[src/rtl/seven_seg_scan_ctrl_if.sv]
// Load handshake and decoder drive bundle for the 4-digit seven-segment scan controller.
// The master side (the producer of values) drives load/value; the controller is the slave.
interface seven_seg_scan_ctrl_if #(
  parameter int unsigned VAL_W = 14
);
  logic             load;
  logic [VAL_W-1:0] value;
  logic             ready;
  logic             done;
  logic [4:0]       in_digit;
  logic [2:0]       exp;

  modport master (
    output load,
    output value,
    input  ready,
    input  done,
    input  in_digit,
    input  exp
  );

  modport slave (
    input  load,
    input  value,
    output ready,
    output done,
    output in_digit,
    output exp
  );
endinterface

[src/rtl/seven_seg_scan_ctrl.sv]
// Serial binary-to-BCD converter (shift-add-3) feeding a buffered, time-multiplexed
// 4-digit seven-segment scan; out-of-range values show the error glyph on every digit.
module seven_seg_scan_ctrl #(
  parameter int unsigned REFRESH_DIV = 50000,
  parameter int unsigned VAL_W       = 14
) (
  input  logic                 clk,
  input  logic                 rst,
  seven_seg_scan_ctrl_if.slave bus
);

  localparam int unsigned DIGITS    = 4;
  localparam int unsigned NIB_W     = 4;
  localparam int unsigned BCD_W     = DIGITS * NIB_W;
  localparam int unsigned CNT_W     = $clog2(VAL_W + 1);
  localparam int unsigned RC_W      = $clog2(REFRESH_DIV);
  localparam int unsigned MAX_VALUE = 9999;
  localparam int unsigned SH_W      = BCD_W + VAL_W;
  localparam logic [4:0]  ERR_GLYPH = 5'h1F;

  typedef enum logic [1:0] {
    IDLE,
    SHIFT,
    COMMIT
  } state_t;

  state_t           state;
  logic [VAL_W-1:0] bin;
  logic [BCD_W-1:0] bcd;
  logic [CNT_W-1:0] shift_cnt;
  logic             range_err;
  logic             ready;
  logic             done;

  logic [RC_W-1:0]  refresh_cnt;
  logic [1:0]       pos;
  logic [4:0]       disp [DIGITS];

  logic [BCD_W-1:0] bcd_adj;
  logic [SH_W-1:0]  shifted;
  logic             value_err;

  // Add-3 correction on every nibble that would overflow past 9 when doubled.
  function automatic logic [BCD_W-1:0] add3(input logic [BCD_W-1:0] b);
    logic [BCD_W-1:0] r;
    logic [NIB_W-1:0] nib;
    r = b;
    for (int i = 0; i < int'(DIGITS); i++) begin
      nib = b[i*NIB_W +: NIB_W];
      if (nib >= 4'd5) begin
        r[i*NIB_W +: NIB_W] = nib + 4'd3;
      end
    end
    return r;
  endfunction

  assign bcd_adj   = add3(bcd);
  assign shifted   = {bcd_adj, bin} << 1;
  assign value_err = 32'(bus.value) > 32'(MAX_VALUE);

  // Conversion sequencer with registered ready/done.
  always_ff @(posedge clk) begin
    if (rst) begin
      state     <= IDLE;
      bin       <= '0;
      bcd       <= '0;
      shift_cnt <= '0;
      range_err <= 1'b0;
      ready     <= 1'b1;
      done      <= 1'b0;
      for (int i = 0; i < int'(DIGITS); i++) begin
        disp[i] <= 5'd0;
      end
    end else begin
      done <= 1'b0;
      unique case (state)
        IDLE: begin
          if (bus.load) begin
            bin       <= bus.value;
            bcd       <= '0;
            shift_cnt <= '0;
            range_err <= value_err;
            ready     <= 1'b0;
            state     <= SHIFT;
          end
        end
        SHIFT: begin
          bcd       <= shifted[SH_W-1:VAL_W];
          bin       <= shifted[VAL_W-1:0];
          shift_cnt <= shift_cnt + CNT_W'(1);
          if (shift_cnt == CNT_W'(VAL_W - 1)) begin
            done  <= 1'b1;
            state <= COMMIT;
          end
        end
        COMMIT: begin
          // The display buffer only changes here, so scanning never shows a partial result.
          for (int i = 0; i < int'(DIGITS); i++) begin
            disp[i] <= range_err ? ERR_GLYPH : {1'b0, bcd[i*NIB_W +: NIB_W]};
          end
          ready <= 1'b1;
          state <= IDLE;
        end
        default: begin
          ready <= 1'b1;
          state <= IDLE;
        end
      endcase
    end
  end

  // Free-running digit-slot timer and position select.
  always_ff @(posedge clk) begin
    if (rst) begin
      refresh_cnt <= '0;
      pos         <= 2'd0;
    end else if (refresh_cnt == RC_W'(REFRESH_DIV - 1)) begin
      refresh_cnt <= '0;
      pos         <= pos + 2'd1;
    end else begin
      refresh_cnt <= refresh_cnt + RC_W'(1);
    end
  end

  assign bus.ready    = ready;
  assign bus.done     = done;
  assign bus.exp      = {1'b0, pos};
  assign bus.in_digit = disp[pos];

endmodule

[src/flat_wrapper.sv]
// flat-port wrapper written by rule: the top's interface ports become plain ports
module seven_seg_scan_ctrl_flat 
#(
  parameter int unsigned REFRESH_DIV = 50000,
  parameter int unsigned VAL_W       = 14
)
  (clk, rst, bus_load, bus_value, bus_ready, bus_done, bus_in_digit, bus_exp);
  seven_seg_scan_ctrl_if #(.VAL_W(VAL_W)) bus_i ();
  input  logic clk;
  input  logic rst;
  input wire logic [$bits(bus_i.load)-1:0] bus_load;
  input wire logic [$bits(bus_i.value)-1:0] bus_value;
  output wire logic [$bits(bus_i.ready)-1:0] bus_ready;
  output wire logic [$bits(bus_i.done)-1:0] bus_done;
  output wire logic [$bits(bus_i.in_digit)-1:0] bus_in_digit;
  output wire logic [$bits(bus_i.exp)-1:0] bus_exp;
  assign bus_i.load = bus_load;
  assign bus_i.value = bus_value;
  assign bus_ready = bus_i.ready;
  assign bus_done = bus_i.done;
  assign bus_in_digit = bus_i.in_digit;
  assign bus_exp = bus_i.exp;
  seven_seg_scan_ctrl #(.REFRESH_DIV(REFRESH_DIV), .VAL_W(VAL_W)) u_core (.clk(clk), .rst(rst), .bus(bus_i));
endmodule
[config.mk]
export PLATFORM = sky130hd
export DESIGN_NAME = seven_seg_scan_ctrl_flat
export DESIGN_NICKNAME = d
export VERILOG_FILES = /design/src/rtl/seven_seg_scan_ctrl_if.sv /design/src/rtl/seven_seg_scan_ctrl.sv /design/src/flat_wrapper.sv
export SDC_FILE = /design/constraint.sdc
export NUM_CORES = 1
export LEC_CHECK = 0
export BUFFER_PORTS_ARGS = -buffer_cell sky130_fd_sc_hd__buf_2
export CAP_MARGIN = 20
export CORE_MARGIN = 4
export CORE_UTILIZATION = 35
export CTS_CLUSTER_SIZE = 28
export DETAILED_ROUTE_END_ITERATION = 10
export MAX_ROUTING_LAYER = met4
export PLACE_DENSITY = 0.62
export SLEW_MARGIN = 40
export SYNTH_ARGS = -nofsm -noshare
export SYNTH_HDL_FRONTEND = slang
export SYNTH_SLANG_ARGS = --single-unit
[constraint.sdc]
create_clock -name clk -period 2.2 [get_ports clk]
set_input_delay 0.33 -clock clk [delete_from_list [all_inputs] [get_ports clk]]
set_output_delay 0.33 -clock clk [all_outputs]
set_load 0.05 [all_outputs]
* Word-level counts from Yosys, hierarchy flattened
Memory sizes are Yosys's and may differ from the RTL's. A register that Yosys moved wholly into a read port is not among the register bits. Cells that the tools add are included.
Operators by class: $add $sub $neg 7, $lt $le $gt $ge 5, equal/unequal tests 6, mux-type cells 31, bitwise logic cells 5, reduce and logical (&&, ||, !) cells 8
Operators by type and width (number):
- two-way mux 5 bit | 8
- one-hot mux 16 bit (2 select lines) | 1
- one-hot mux 14 bit (2 select lines) | 1
- adder 16 x 1 -> 16 bit, second input constant | 1
- == test 16 bit, second input constant | 1
- greater-or-equal comparator 4 x 3 -> 1 bit, second input constant | 4
- two-way mux 16 bit | 1
- two-way mux 4 bit | 4
- > comparator 14 bit, second input constant | 1
- two-way mux 14 bit | 1
- adder 4 x 2 -> 4 bit, second input constant | 3
- two-way mux 2 bit | 4
- one-hot mux 4 bit (2 select lines) | 1
- AND reduction 2 bit | 4
- two-way mux 1 bit | 7
- adder 4 x 1 -> 4 bit, second input constant | 1
- == test 4 bit, second input constant | 1
- OR 1 bit | 4
- one-hot mux 2 bit (2 select lines) | 1
- OR reduction 2 bit | 2
- adder 3 x 2 -> 3 bit, second input constant | 1
- two-way mux 3 bit | 1
- adder 2 x 1 -> 2 bit, second input constant | 1
- == test 2 x 1 -> 1 bit, second input constant | 1
- 7 further kinds | 7
Word-level totals: register bits after elaboration 57, bits in writable memories 20, input port bits 17, memories kept 1
Memories:
- u_core.disp | words 4, bits a word 5, rd ports 1, clocked after memory_dff 1, wr ports 4, RTL line seven_seg_scan_ctrl.sv:37 | logic [4:0] disp [DIGITS];

* Longest topological paths before layout
Gate-level depths: netlist of run 1.
word-level depth 5, gate-level depth with buffers 7, gate-level depth less buffers 6

* Worst setup path before layout of run 1
Ideal clock, no wire load.
kind input-to-reg, start input port rst, end memory u_core.disp[0][0] (enable), library setup time 0.376 ns, arrival 1.369 ns, path slack 0.455 ns, stages 3, buffers on the path 2, path through clkbuf_1 > clkbuf_1 > nand2b_1
RTL lines:
- start, declared | RTL line flat_wrapper.sv:10 | input logic rst;
- end, declared | RTL line seven_seg_scan_ctrl.sv:37

==> results of run 1 <==
-- metrics by stage --
| step | utilization (%) | area, um2 | std cells | worst slack, ns | hold WS, ns |
|---|---|---|---|---|---|
| 2_1_floorplan | - | 3540 | 378 | 0.455 | 0.430 |
| 3_3_place_gp | 38.9 | 3820 | 523 | 0.405 | 0.445 |
| 3_5_place_dp | 38.9 | 3820 | 523 | 0.376 | 0.457 |
| 4_1_cts | 41.0 | 4030 | 539 | 0.238 | 0.198 |
| 5_1_grt | 41.0 | 4030 | 539 | 0.203 | 0.204 |
| 6_report | 41.0 | 4030 | 539 | 0.291 | 0.211 |
-- worst reg2reg max path, stage by stage (launching register included) --
cell      delay (ns)
dfxtp_1         0.36
or3_1           0.40
or3_4           0.42
o21bai_2        0.26
buf_4           0.22
nor2_1          0.06
-- cells in the final DEF, fill, tap and decap left out, types with 3 or more instances in the layout --
cell type / instances
buf_4: 10
inv_1: 18
dfxtp_1: 59
clkinv_2: 3
or3_1: 7
a22o_1: 10
o21a_1: 16
ha_1: 11
nand2_1: 15
nand2b_1: 8
xor2_1: 7
mux2i_1: 4
nor4_1: 3
nor3_1: 9
buf_2: 25
nor2b_1: 6
mux4_2: 4
a2111oi_0: 5
clkbuf_8: 9
o21ai_0: 11
nor2_1: 48
nand4_1: 7
edfxtp_1: 17
xnor2_1: 11
a21oi_1: 37
nand3_1: 16
o221a_2: 6
-- power by group --
| part | switching (W) | total (W) | internal [W] |
|---|---|---|---|
| Sequential | 0.0000405 | 0.00151 | 0.00147 |
| Combinational | 0.000147 | 0.000238 | 0.0000905 |
| Clock | 0.000498 | 0.00113 | 0.000629 |
| Total | 0.000686 | 0.00288 | 0.00219 |
-- per-layer routing --
layer	vias to the layer above	global-route usage, %	wire length (um)
met1	1280	18.2	3660
met5	-	-	0
met3	14	3.67	278
met2	45	21.1	3250
li1	1386	-	-
met4	0	5.41	146
-- synthesized netlist by cell type (2+ instances only) --
cell type  number  share of area [%]
o21a_1         16                3.4
nand2b_1        8                1.4
nand2_1        15                1.6
nor2b_1         7                1.2
mux4_2          4                2.5
xor2_1          7                1.7
o21ai_0        11                1.6
a22o_1         10                2.5
dfxtp_1        59                 33
inv_1          18                1.9
a22oi_1         2               0.42
nand3_1        16                2.3
nor4_1          3               0.53
nand4_1         7                1.2
o221a_2         6                1.9
or3_1           7                1.2
a21oi_1        37                5.2
nor2_1         49                5.2
a2111oi_0       5                1.2
xnor2_1        11                2.7
o31ai_1         2               0.42
buf_2           2               0.28
mux2i_1         4                1.1
clkbuf_1       20                2.1
edfxtp_1       17                 14
nor3_1          9                1.3
ha_1           11                3.9
and3_1          2               0.35
-- registers in the layout, indices dropped and copies added, names as in the netlist, named ones only --
signal              count
u_core.disp            17
u_core.bus.done         1
u_core.shift_cnt        4
u_core.bin             14
u_core.bus.ready        1
u_core.pos              2
u_core.bcd             16
u_core.range_err        1
u_core.refresh_cnt     16
u_core.state            2
-- final cells by class --
cell class | count | area (um2) | share of cell area [%]
Sequential cell | 76 | 1690 | 42.0
Multi-Input combinational cell | 261 | 1700 | 42.1
Tap cell | 133 | 166 | 4.13
Clock inverter | 6 | 78.8 | 1.96
Clock buffer | 10 | 128 | 3.17
Inverter | 18 | 67.6 | 1.68
Timing Repair Buffer | 35 | 200 | 4.97
-- worst max-delay path by stage --
stage	to	slack, ns	cells past startpoint
floorplan	u_core.disp[0][0]$_SDFFCE_PN0P_	0.46	3
detailed placement	u_core.refresh_cnt[13]$_SDFF_PP0_	0.38	5
finish	bus_in_digit[1]	0.29	2
CTS	bus_in_digit[1]	0.24	2
global placement	u_core.bin[3]$_SDFFE_PP0P_	0.41	5
global route	bus_in_digit[0]	0.20	2
-- kinds of logic after synthesis --
family | count (synthesis)
AND/OR/NAND/NOR | 129
AO/OA/AOI/OAI | 93
flip-flops | 76
buffers and inverters | 41
XOR/XNOR | 18
adder cells (fa/ha/maj) | 11
multiplexers | 9
other | 1
==> flow_summary.json, run 1 <==
{
  "grt_antenna_before_repair": 0,
  "finalClockSkew_ns": 0.00644,
  "start_util_pct": 36.1,
  "crit_family": "multiplexers",
  "num_antenna_cells": 0,
  "die_x_um": 109,
  "route.antenna.remaining_nets": 0,
  "power_density_mw_per_mm2": 715,
  "final_hold_viol_count": 0,
  "holdPathStages": 3,
  "clock_path_buffers": 2,
  "grt_max_degree": 27,
  "grt_pass1_vias": 2615,
  "area_delta_synth_final_pct": 13.7,
  "hold_end": "u_core.bin[11]$_SDFFE_PP0P_",
  "dp_hpwl_um": 5080,
  "synth_top_family_by_area": "simple AND/OR/NAND/NOR gates",
  "setup_viol": 0,
  "worstSetupPathType": "reg -> out",
  "post_synth_and_or_nand_nor_area_fraction_pct": 17.7,
  "maxCapViolCount": 0,
  "port_buffers": 25,
  "cp_max_fo": 4,
  "synth_edf_count": 17,
  "critPathMaxStageDelay_ns": 0.53,
  "vias": 2725,
  "cts_setup_buffers": 0,
  "via_per_inst": 5.06,
  "gp_congestion": 0.791,
  "num_rows": 36,
  "hp-start": "bus_value[11]",
  "cp.arrival_ns": 1.58,
  "max_slew_margin_pct": 47.2,
  "period_minus_slack_ns": 1.91,
  "layout-drive-gt1-share_pct": 16.3,
  "die_y_um": 109,
  "r2r_cells": 5,
  "cts_resized": 0,
  "h-tree-depth": 3,
  "ir_drop_mv": 0.360,
  "crit_chain": "mux4_2 -> buf_2",
  "fmax_mhz": 524,
  "period_share_pct": 86.8,
  "root_buffer": "clkbuf_8",
  "drc_errors": 0,
  "synth_warnings": 0,
  "cp_data_required_time_ns": 1.87,
  "wire_per_inst_um": 13.6,
  "syn_inst": 378,
  "grt_setup_unrepaired": "no",
  "worstMarginPinSlew_ns": 0.793,
  "hp-class": "in -> reg",
  "endpoint_kind": "output pin",
  "syn_nets": 406,
  "clock_latency_ns": 0.35,
  "tritoncts": "done",
  "tns_ns": 0,
  "fillers": 1015,
  "cts-hold-fix-buffers": 0,
  "ys.flop_type": "dfxtp_1",
  "grt_pass1_wl_um": 12500,
  "dieArea_mm2": 0.0118,
  "worst_path_max_delay_cell": "mux4_2",
  "io_pins": 27,
  "seq_area_frac_synth_pct": 47.7,
  "synth_xor_area_share_pct": 4.45,
  "drt-total-wl_um": 7330,
  "dr.pass1.iters": 4,
  "cts_buffers": 9,
  "drv_slew": 0,
  "leakagePower_nw": 1.53,
  "r2r_end": "u_core.refresh_cnt[9]$_SDFF_PP0_",
  "synth_area_per_cell_um2": 9.37,
  "synth_fa_ha_area_share_pct": 3.88,
  "cp_num_buf_inv": 1,
  "core_region_area_mm2": 0.00982,
  "p_total_w": 0.00288,
  "grt_use_total_pct": 14.0,
  "synth_seq_cells": 76,
  "status": "complete, no violations",
  "synth_compound_area_share_pct": 17.6,
  "synth.area.mux_share_pct": 3.99,
  "synth_async_sr_flop_share_pct": 0,
  "netlist_area_mm2": 0.00354,
  "layout.nets": 429,
  "drtIter0Drc": 113,
  "clkSinkCount": 76,
  "rr_startpoint": "u_core.refresh_cnt[5]$_SDFF_PP0_",
  "ys_types": 41,
  "grt-ovfl-total": 0,
  "startpoint_type": "flip-flop",
  "rrSetupSlack_ns": 0.37,
  "clk_pin_slew_ns": 0.08
}
(Power assumes the default switching activity.)
==> run 2, diff against run 1 <==
--- a/config.mk
+++ b/config.mk
@@ -7,6 +7,7 @@
 export LEC_CHECK = 0
 export BUFFER_PORTS_ARGS = -buffer_cell sky130_fd_sc_hd__buf_2
 export CAP_MARGIN = 20
+export CORE_ASPECT_RATIO = 0.9
 export CORE_MARGIN = 4
 export CORE_UTILIZATION = 35
 export CTS_CLUSTER_SIZE = 28
==> flow_summary.json, run 2 (synthesis results as in run 1) <==
{
  "grt_use_total_pct": 13.7,
  "die_x_um": 114,
  "grt_pass1_wl_um": 12600,
  "grt_setup_unrepaired": "no",
  "dp_hpwl_um": 5000,
  "drv_slew": 0,
  "met3_usage_pct": 3.66,
  "period_share_pct": 87.2,
  "endpoint_kind": "output pin",
  "root_buffer": "clkbuf_16",
  "dpl_cell_area_mm2": 0.00383,
  "drc_errors": 0,
  "clock_latency_ns": 0.33,
  "setup_viol": 0,
  "route.antenna.remaining_nets": 0,
  "h-tree-depth": 3,
  "top_register": "u_core.disp",
  "startpoint_type": "flip-flop",
  "cts_resized": 0,
  "grt_antenna_before_repair": 0,
  "fmax_mhz": 521,
  "tns_ns": 0,
  "num_antenna_cells": 0,
  "dieArea_mm2": 0.0118,
  "cts_setup_buffers": 0,
  "grt-busiest-layer": "met2",
  "largest_reg_flops": 17,
  "use_met1_pct": 18.2,
  "worstMarginPinSlew_ns": 0.630,
  "cp_max_fo": 4,
  "period_minus_slack_ns": 1.92,
  "gp_congestion": 0.804,
  "io_pins": 27,
  "core_region_area_mm2": 0.00978,
  "status": "complete, no violations",
  "finalClockSkew_ns": 0.00653,
  "worstSetupPathType": "reg -> out",
  "clock_path_buffers": 2,
  "wire_per_inst_um": 13.8,
  "cp.arrival_ns": 1.59,
  "num_rows": 34,
  "hp-class": "in -> reg",
  "maxCapViolCount": 0,
  "drt-total-wl_um": 7350,
  "grt_pass1_vias": 2557,
  "via_per_inst": 5.13,
  "final_area_mm2": 0.00417,
  "max_slew_margin_pct": 57.9,
  "grt_max_degree": 25,
  "clkSinkCount": 76,
  "clk_pin_slew_ns": 0.06,
  "start_util_pct": 36.2,
  "ir_drop_mv": 0.411,
  "tritoncts": "done",
  "drtIter0Drc": 128,
  "grt-ovfl-total": 0,
  "cp_data_required_time_ns": 1.87,
  "mostFrequentLayoutCell": "dfxtp_1",
  "dr.pass1.iters": 4,
  "vias": 2737,
  "reg_top3": "u_core.disp (17), u_core.bcd (16), u_core.refresh_cnt (16)",
  "grt_util_met2_pct": 20.9,
  "layout.nets": 431,
  "final_hold_viol_count": 0,
  "leakagePower_nw": 1.60,
  "cts_buffers": 9,
  "layout_common_cells": "59 x dfxtp_1, 48 x nor2_1, 37 x a21oi_1, 25 x buf_2, 18 x inv_1",
  "layout-drive-gt1-share_pct": 16.9,
  "power_density_mw_per_mm2": 829,
  "port_buffers": 25,
  "die_y_um": 103,
  "area_delta_synth_final_pct": 17.8,
  "cts-hold-fix-buffers": 0
}
[run 2: cell types whose count changed in the layout (fill, tap and decap cells not counted), sizes merged]
| cell | before | now |
|---|---|---|
| clkbuf | 10 | 9 |
| bufinv | 2 | 3 |
| clkinv | 4 | 2 |
| inv | 18 | 20 |
| buf | 35 | 37 |
[run 2: through the flow]
stage / total power, W / setup WS (ns) / std cells / utilization [%] / hold slack, ns
2_1_floorplan: 0.00170 / 0.455 / 378 / - / 0.430
3_3_place_gp: 0.00178 / 0.455 / 518 / 39.1 / 0.448
3_5_place_dp: 0.00179 / 0.409 / 518 / 39.1 / 0.451
4_1_cts: 0.00349 / 0.248 / 534 / 42.6 / 0.225
5_1_grt: 0.00359 / 0.178 / 534 / 42.6 / 0.228
6_report: 0.00346 / 0.282 / 534 / 42.6 / 0.235
[run 2: routing by layer]
layer  vias up  wire, um
li1       1391         -
met1      1297      3650
met2        45      3370
met3         4       262
met4         0        68
met5         -         0
[run 2: path summary, 6_finish.rpt]
kind,slack (ns),endpoint,startpoint,cells past startpoint
worst max-delay path,0.28,bus_in_digit[3],flip-flop,2
worst min-delay path,0.23,u_core.bin[11]$_SDFFE_PP0P_,bus_value[11],3
worst max register to register,0.39,u_core.refresh_cnt[10]$_SDFF_PP0_,u_core.refresh_cnt[5]$_SDFF_PP0_,5
worst min register to register,0.46,u_core.bin[11]$_SDFFE_PP0P_,u_core.bin[10]$_SDFFE_PP0P_,2
[run 2: final cells by class]
cell class | count | area, um2
well taps | 126 | 158
repair buffers | 37 | 215
clock buffers | 9 | 225
inverters | 18 | 67.6
flip-flops and latches | 76 | 1690
clock inverters | 7 | 121
multi-input cells | 261 | 1690
fillers | 916 | 5610
[run 2: worst max-delay path: stages, from the launching register on]
cell     delay, ns
dfxtp_1       0.48
mux4_2        0.55
buf_2         0.23
[run 2: report_power, final]
| part | total, W | internal (W) | switching [W] |
|---|---|---|---|
| Clock | 0.00171 | 0.00112 | 0.000590 |
| Combinational | 0.000238 | 0.0000903 | 0.000148 |
| Sequential | 0.00152 | 0.00148 | 0.0000407 |
